==> src/rtl/mips32_pipe_fwd.sv <==
// Five-stage MIPS32-subset pipeline with EX operand forwarding, load-use interlock,
// EX-resolved branches with a two-bubble flush, and an optional stall-only RAW mode.
module mips32_pipe_fwd #(
  parameter int XLEN    = 32,
  parameter int NREG    = 32,
  parameter int IMEM_AW = 10,
  parameter int DMEM_AW = 10,
  parameter int FWD_EN  = 1
) (
  input  logic               clk,
  input  logic               rst_n,
  output logic [IMEM_AW-1:0] imem_addr,
  input  logic [31:0]        imem_rdata,
  output logic [DMEM_AW-1:0] dmem_addr,
  output logic [XLEN-1:0]    dmem_wdata,
  output logic               dmem_we,
  input  logic [XLEN-1:0]    dmem_rdata,
  input  logic [4:0]         dbg_raddr,
  output logic [XLEN-1:0]    dbg_rdata,
  output logic               retire_valid,
  output logic [IMEM_AW-1:0] retire_pc,
  output logic               halted
);
  localparam int RW = $clog2(NREG);

  typedef enum logic [2:0] {ALU_ADD, ALU_SUB, ALU_AND, ALU_OR, ALU_SLT, ALU_MUL} alu_op_t;

  logic [XLEN-1:0]    rf [NREG];
  logic [IMEM_AW-1:0] pc;
  logic               halt_fetch, halt_q;

  logic               ifid_v;
  logic [31:0]        ifid_ir;
  logic [IMEM_AW-1:0] ifid_pc;

  logic               idex_v, idex_rr, idex_lw, idex_sw, idex_beqz, idex_bneqz, idex_hlt;
  alu_op_t            idex_op;
  logic [XLEN-1:0]    idex_a, idex_b, idex_imm;
  logic [RW-1:0]      idex_rs, idex_rt, idex_dest;
  logic [IMEM_AW-1:0] idex_pc;

  logic               exmem_v, exmem_lw, exmem_sw, exmem_hlt;
  logic [XLEN-1:0]    exmem_alu, exmem_sd;
  logic [RW-1:0]      exmem_dest;
  logic [IMEM_AW-1:0] exmem_pc;

  logic               memwb_v, memwb_hlt;
  logic [XLEN-1:0]    memwb_res;
  logic [RW-1:0]      memwb_dest;
  logic [IMEM_AW-1:0] memwb_pc;

  // ID decode
  logic [5:0]      opc;
  logic [RW-1:0]   id_rs, id_rt, id_rd, id_dest;
  logic            d_rr, d_ri, d_lw, d_sw, d_beqz, d_bneqz, d_hlt;
  alu_op_t         d_op;
  logic            id_uses_rs, id_uses_rt;
  logic [XLEN-1:0] id_imm, id_a, id_b;

  assign opc    = ifid_ir[31:26];
  assign id_rs  = ifid_ir[21 +: RW];
  assign id_rt  = ifid_ir[16 +: RW];
  assign id_rd  = ifid_ir[11 +: RW];
  assign id_imm = {{(XLEN-16){ifid_ir[15]}}, ifid_ir[15:0]};

  always_comb begin
    d_rr = 1'b0; d_ri = 1'b0; d_lw = 1'b0; d_sw = 1'b0;
    d_beqz = 1'b0; d_bneqz = 1'b0; d_hlt = 1'b0; d_op = ALU_ADD;
    case (opc)
      6'h00: begin d_rr = 1'b1; d_op = ALU_ADD; end
      6'h01: begin d_rr = 1'b1; d_op = ALU_SUB; end
      6'h02: begin d_rr = 1'b1; d_op = ALU_AND; end
      6'h03: begin d_rr = 1'b1; d_op = ALU_OR;  end
      6'h04: begin d_rr = 1'b1; d_op = ALU_SLT; end
      6'h05: begin d_rr = 1'b1; d_op = ALU_MUL; end
      6'h0a: begin d_ri = 1'b1; d_op = ALU_ADD; end
      6'h0b: begin d_ri = 1'b1; d_op = ALU_SUB; end
      6'h0c: begin d_ri = 1'b1; d_op = ALU_SLT; end
      6'h08: d_lw    = 1'b1;
      6'h09: d_sw    = 1'b1;
      6'h0d: d_bneqz = 1'b1;
      6'h0e: d_beqz  = 1'b1;
      default: d_hlt = 1'b1;
    endcase
  end

  // Non-writing instructions carry destination 0 so hazard and forward logic ignore them
  assign id_uses_rs = d_rr | d_ri | d_lw | d_sw | d_beqz | d_bneqz;
  assign id_uses_rt = d_rr | d_sw;
  assign id_dest    = d_rr ? id_rd : ((d_ri | d_lw) ? id_rt : '0);

  logic wb_we;
  assign wb_we = memwb_v && !memwb_hlt && !halt_q && (memwb_dest != '0);
  assign id_a  = (id_rs == '0) ? '0 : ((wb_we && memwb_dest == id_rs) ? memwb_res : rf[id_rs]);
  assign id_b  = (id_rt == '0) ? '0 : ((wb_we && memwb_dest == id_rt) ? memwb_res : rf[id_rt]);

  logic idex_hit, exmem_hit, stall, freeze;
  assign idex_hit  = idex_v && (idex_dest != '0) &&
                     ((id_uses_rs && idex_dest == id_rs) || (id_uses_rt && idex_dest == id_rt));
  assign exmem_hit = exmem_v && (exmem_dest != '0) &&
                     ((id_uses_rs && exmem_dest == id_rs) || (id_uses_rt && exmem_dest == id_rt));
  assign stall  = ifid_v && ((FWD_EN != 0) ? (idex_hit && idex_lw) : (idex_hit || exmem_hit));
  assign freeze = halt_fetch || (ifid_v && d_hlt);

  // EX: forwarding, ALU, branch resolution
  logic [XLEN-1:0]    fwd_a, fwd_b, opb, alu_y;
  logic               br_taken;
  logic [IMEM_AW-1:0] br_target;

  always_comb begin
    fwd_a = idex_a;
    fwd_b = idex_b;
    if (FWD_EN != 0) begin
      if (exmem_v && !exmem_lw && exmem_dest != '0 && exmem_dest == idex_rs) fwd_a = exmem_alu;
      else if (memwb_v && memwb_dest != '0 && memwb_dest == idex_rs)         fwd_a = memwb_res;
      if (exmem_v && !exmem_lw && exmem_dest != '0 && exmem_dest == idex_rt) fwd_b = exmem_alu;
      else if (memwb_v && memwb_dest != '0 && memwb_dest == idex_rt)         fwd_b = memwb_res;
    end
    opb = idex_rr ? fwd_b : idex_imm;
    case (idex_op)
      ALU_SUB: alu_y = fwd_a - opb;
      ALU_AND: alu_y = fwd_a & opb;
      ALU_OR:  alu_y = fwd_a | opb;
      ALU_SLT: alu_y = {{(XLEN-1){1'b0}}, ($signed(fwd_a) < $signed(opb))};
      ALU_MUL: alu_y = fwd_a * opb;
      default: alu_y = fwd_a + opb;
    endcase
  end

  assign br_taken  = idex_v && ((idex_beqz && fwd_a == '0) || (idex_bneqz && fwd_a != '0));
  assign br_target = idex_pc + IMEM_AW'(1) + idex_imm[IMEM_AW-1:0];

  always_ff @(posedge clk or negedge rst_n) begin
    if (!rst_n) begin
      pc <= '0; halt_fetch <= 1'b0; halt_q <= 1'b0;
      ifid_v <= 1'b0; ifid_ir <= '0; ifid_pc <= '0;
      idex_v <= 1'b0; idex_rr <= 1'b0; idex_lw <= 1'b0; idex_sw <= 1'b0;
      idex_beqz <= 1'b0; idex_bneqz <= 1'b0; idex_hlt <= 1'b0; idex_op <= ALU_ADD;
      idex_a <= '0; idex_b <= '0; idex_imm <= '0;
      idex_rs <= '0; idex_rt <= '0; idex_dest <= '0; idex_pc <= '0;
      exmem_v <= 1'b0; exmem_lw <= 1'b0; exmem_sw <= 1'b0; exmem_hlt <= 1'b0;
      exmem_alu <= '0; exmem_sd <= '0; exmem_dest <= '0; exmem_pc <= '0;
      memwb_v <= 1'b0; memwb_hlt <= 1'b0; memwb_res <= '0; memwb_dest <= '0; memwb_pc <= '0;
    end else begin
      // Flush beats a load-use stall; a decoded HLT freezes fetch unless it is flushed
      if (br_taken) begin
        pc <= br_target; ifid_v <= 1'b0;
      end else if (stall) begin
        pc <= pc;
      end else if (freeze) begin
        ifid_v <= 1'b0;
      end else begin
        pc <= pc + IMEM_AW'(1); ifid_v <= 1'b1; ifid_ir <= imem_rdata; ifid_pc <= pc;
      end
      if (ifid_v && d_hlt && !br_taken) halt_fetch <= 1'b1;

      idex_v <= ifid_v && !stall && !br_taken;
      idex_rr <= d_rr; idex_lw <= d_lw; idex_sw <= d_sw;
      idex_beqz <= d_beqz; idex_bneqz <= d_bneqz; idex_hlt <= d_hlt; idex_op <= d_op;
      idex_a <= id_a; idex_b <= id_b; idex_imm <= id_imm;
      idex_rs <= id_rs; idex_rt <= id_rt; idex_dest <= id_dest; idex_pc <= ifid_pc;

      exmem_v <= idex_v; exmem_lw <= idex_lw; exmem_sw <= idex_sw; exmem_hlt <= idex_hlt;
      exmem_alu <= alu_y; exmem_sd <= fwd_b; exmem_dest <= idex_dest; exmem_pc <= idex_pc;

      memwb_v <= exmem_v; memwb_hlt <= exmem_hlt;
      memwb_res <= exmem_lw ? dmem_rdata : exmem_alu;
      memwb_dest <= exmem_dest; memwb_pc <= exmem_pc;

      if (memwb_v && memwb_hlt) halt_q <= 1'b1;
    end
  end

  always_ff @(posedge clk or negedge rst_n) begin
    if (!rst_n) begin
      for (int i = 0; i < NREG; i++) rf[i] <= '0;
    end else if (wb_we) begin
      rf[memwb_dest] <= memwb_res;
    end
  end

  assign imem_addr    = pc;
  assign dmem_addr    = exmem_alu[DMEM_AW-1:0];
  assign dmem_wdata   = exmem_sd;
  assign dmem_we      = exmem_v && exmem_sw && !halt_q;
  assign dbg_rdata    = (dbg_raddr[RW-1:0] == '0) ? '0 : rf[dbg_raddr[RW-1:0]];
  assign retire_valid = memwb_v && !memwb_hlt && !halt_q;
  assign retire_pc    = memwb_pc;
  assign halted       = halt_q || (memwb_v && memwb_hlt);
endmodule

==> config.mk <==
export PLATFORM = sky130hd
export DESIGN_NAME = mips32_pipe_fwd
export DESIGN_NICKNAME = d
export VERILOG_FILES = /design/src/rtl/mips32_pipe_fwd.sv
export SDC_FILE = /design/constraint.sdc
export NUM_CORES = 2
export LEC_CHECK = 0
export CORE_ASPECT_RATIO = 0.6
export CORE_MARGIN = 2
export CORE_UTILIZATION = 64
export CTS_CLUSTER_SIZE = 40
export DETAILED_ROUTE_END_ITERATION = 6
export MAX_ROUTING_LAYER = met4
export PLACE_DENSITY = 0.81
export SKIP_LAST_GASP = 1
export SYNTH_ARGS = -nofsm -noshare
export SYNTH_HDL_FRONTEND = slang
export SYNTH_SLANG_ARGS = --single-unit
export TNS_END_PERCENT = 5
==> constraint.sdc <==
create_clock -name clk -period 10.2 [get_ports clk]
set_input_delay 2.04 -clock clk [delete_from_list [all_inputs] [get_ports clk]]
set_output_delay 2.04 -clock clk [all_outputs]
set_load 0.02 [all_outputs]
==> summary.md <==
| Metric | Value |
|---|---|
| Mapped Area | 93900 um2 |
| TritonCTS clock tree | built |
| # Max-Cap Violations | 0 |
| Worst Path Required | 10.88 ns |
| Largest fanout on the critical path | 12 |
| Post-Syn Area per Cell | 12.9 um2 |
| # clock sinks | 1326 |
| Crit path kind | reg2reg |
| Area of the multi-input gates | 56300 um2 |
| Count of non-filler cells in the finished layout | 9251 |
| Hold Crit Start | exmem_pc[5] |
| CTS buffer count | 131 |
| Total GRT Usage | 49.5% |
| Die X | 499 um |
| Fraction of registers with async set/reset | 100% |
| Initial Util | 64.7% |
| DRC Markers | 15 |
| Wirelength, routed | 355000 um |
| Peak VDD IR | 407 uV |
| Clk buf depth | 3 |
| CP Buf/Inv Count | 6 |
| Max Fclk | 98.0 MHz |
| Final nets | 7919 |
| Die Area | 150000 um2 |
| PwrDens | 285 nW/um2 |
| Yosys warns | 0 |
| Clk_skew | 0.0444 ns |
| CORE AREA | 145000 um2 |
| Area growth syn-to-layout | 9.30% |
| Part of the Yosys area used for sequential elements | 35.3% |
| Area after DPL | 98100 um2 |
| DR pass1 iterations | 7 |
| Clk slew on worst S/H paths | 0.07 ns |
| Final WS setup | -0.000999 ns |
| Status | finished, violations left |
| Post-synthesis net count | 8006 |
| Commonest non-fill, non-tap cells in the layout | dfrtp_1 (1315), mux2_2 (991), mux4_2 (927) |
| Synth cell types | 92 |
| CP delay by family, top | adder cells |
| Vias | 69804 |
| Critical path's slowest cell | o41ai_2 |
| First-pass GRT wire length | 508000 um |
| Finish-stage setup viols | 1 |
| Worst setup EP type | register |
| Failing checks | DRC, setup timing |
| Fillers | 9702 |
| Total gr overflow | 0 |
| FP Rows | 108 |
| Design area | 103000 um2 |
| Pin count of the biggest net entering global routing | 175 |
| Port buffer count | 167 |
| Design Power | 29300 uW |
| Gate Count Post-Synth | 7294 |
| Largest stage delay, worst path | 0.65 ns |
| Synth Register Bits | 1326 |
| Most common cell after layout, fill and taps aside | dfrtp_1 |
| Final hold violation count | 0 |
| Layout cells sized above 1 | 34.9% |
| I/O pin count | 168 |
| CP startpoint | exmem_dest[3] |
| RSZ-0062 raised after global routing | yes |
| Max Slew Vio Count | 0 |
| Leakage | 0.0469 uW |
| Crit path time final | 10.20 ns |
| Worst Tran Pin Value | 1.33 ns |
| Most used cell, CP | fa_1 |
| Hold_ws | 0.349 ns |
| EDFF count, synth | 0 |
| # placed instances | 8998 |
| Reg area | 33200 um2 |
| Number of global-route vias before repair | 69566 |
| Class of the worst hold path | reg2reg |
| GP Congestion | 1.10 |
| Ys flop type | dfrtp_1 |
| CP arrival | 10.89 ns |
| H-tree lvl count | 4 |
| Initial DRC count | 11432 |
| Root Driver | clkbuf_16 |
| Routed wire per std cell | 38.4 um |
| Final Cycle Share | 100% |
| DR vias/cell | 7.55 |
| Slew HR | 10.7% |
| Die Ht | 301 um |
| DP Wirelength | 241000 um |
| Reg2Reg Launch Point | exmem_dest[3] |
| Initial antenna violation count | 10 |
| Final ANT Viol Nets | 0 |
| Clock Latency Late Sink | 0.81 ns |
| CP startpoint kind | register |
[report_power, final]
part,leakage [uW],total [uW],switching [uW],internal [uW]
Sequential,0.0182,6690,989,5700
Clock,0.00221,5220,2310,2900
Combinational,0.0265,17400,11200,6160
Total,0.0469,29300,14500,14800
[per-layer routing]
metal | track usage (%) | wire length [um]
met1 | 69.3 | 136000
met2 | 61.3 | 140000
met3 | 23.5 | 61700
met4 | 20.6 | 17500
met5 | - | 0
[what timing repair did]
action | CTS | global route
hold endpoints to repair | 0 | 0
setup buffers | 0 | 1
hold buffers | 0 | 0
pin swaps | 0 | 2
gates resized for setup | 3 | 6
endpoints found under the setup margin | 6 | 10
[registers in the layout (all words and copies together), names as in the netlist, 3 cells and up]
name / flops
retire_pc: 10
memwb_dest: 5
idex_dest: 5
idex_b: 32
exmem_dest: 5
memwb_res: 32
exmem_alu: 32
exmem_pc: 10
dmem_wdata: 32
idex_pc: 10
idex_imm: 16
idex_rs: 5
imem_addr: 10
ifid_pc: 10
idex_a: 32
idex_op: 3
idex_rt: 5
ifid_ir: 32
rf: 1024
[synth_stat cells (7+ instances only)]
master | number | share of area, %
fa_1 | 411 | 8.8
mux2i_1 | 144 | 1.5
o21ai_1 | 18 | 0.096
mux2_1 | 40 | 0.48
a211oi_1 | 140 | 1.1
buf_1 | 108 | 0.43
nand4_1 | 11 | 0.073
clkbuf_1 | 527 | 2.1
xor2_1 | 41 | 0.38
buf_4 | 17 | 0.14
ha_1 | 230 | 3.1
nor3_1 | 40 | 0.21
o211ai_1 | 16 | 0.13
inv_2 | 14 | 0.056
inv_1 | 497 | 2.0
o22ai_1 | 24 | 0.16
o21ai_0 | 142 | 0.76
o21ai_2 | 8 | 0.075
nand2b_1 | 16 | 0.11
buf_2 | 20 | 0.11
nand3_1 | 28 | 0.15
buf_6 | 8 | 0.096
a21oi_1 | 180 | 0.96
a221oi_1 | 8 | 0.075
o221ai_1 | 18 | 0.17
nor2b_1 | 57 | 0.38
xnor2_1 | 99 | 0.92
mux4_2 | 927 | 22
a31oi_1 | 31 | 0.21
mux2_2 | 991 | 12
and3_1 | 14 | 0.093
a211o_1 | 7 | 0.065
nor4_1 | 10 | 0.067
nor2_1 | 502 | 2.0
o21a_1 | 18 | 0.14
o21bai_1 | 23 | 0.18
dfrtp_1 | 1326 | 35
a21o_1 | 47 | 0.38
nand2_1 | 410 | 1.6
[area by class of cell]
type	instances	share of cell area, %
inverter	519	1.91
clock buffer	182	3.63
timing repair buffer	461	4.08
sequential	1326	32.4
tap	1925	2.35
clock inverter	60	0.794
multi-input combinational	4768	54.9
antenna	10	0.0244
[per-stage QoR]
step / setup TNS, ns / util, % / setup WS [ns]
after floorplan: 0 / - / 0.999
after global placement: -0.326 / 67.6 / -0.163
after detailed placement: -1.07 / 67.6 / -0.353
after CTS: -0.0869 / 70.7 / -0.0643
after global routing: -0.343 / 70.7 / -0.0851
final: -0.000999 / 70.8 / -0.000999
[cell families (layout without fill, tap and decap cells)]
kind of cell	count (synthesis)	after routing	share of synthesized area, %
other	0	10	0
xor gates and xnor gates	145	145	1.42
muxes	2103	2103	36.1
adders and majority gates	641	641	11.8
buffers and inverters	1200	1222	4.97
and+or+nand+nor	1129	1129	5.09
AOI/OAI and AO/OA	750	750	5.25
DFF	1326	1326	35.3
[final timing paths]
path | to | slack, ns | cells after the start
setup / recovery | exmem_alu[28] | -0.001 | 34
hold / removal | retire_pc[5] | 0.35 | 0
setup reg to reg | exmem_alu[28] | -0.001 | 34
hold reg to reg | retire_pc[5] | 0.35 | 0
max in group asynchronous | ifid_ir[19] | 6.72 | 3
min in group asynchronous | rf[508] | 1.16 | 1
Note: power is estimated with default switching activity, not from simulation.
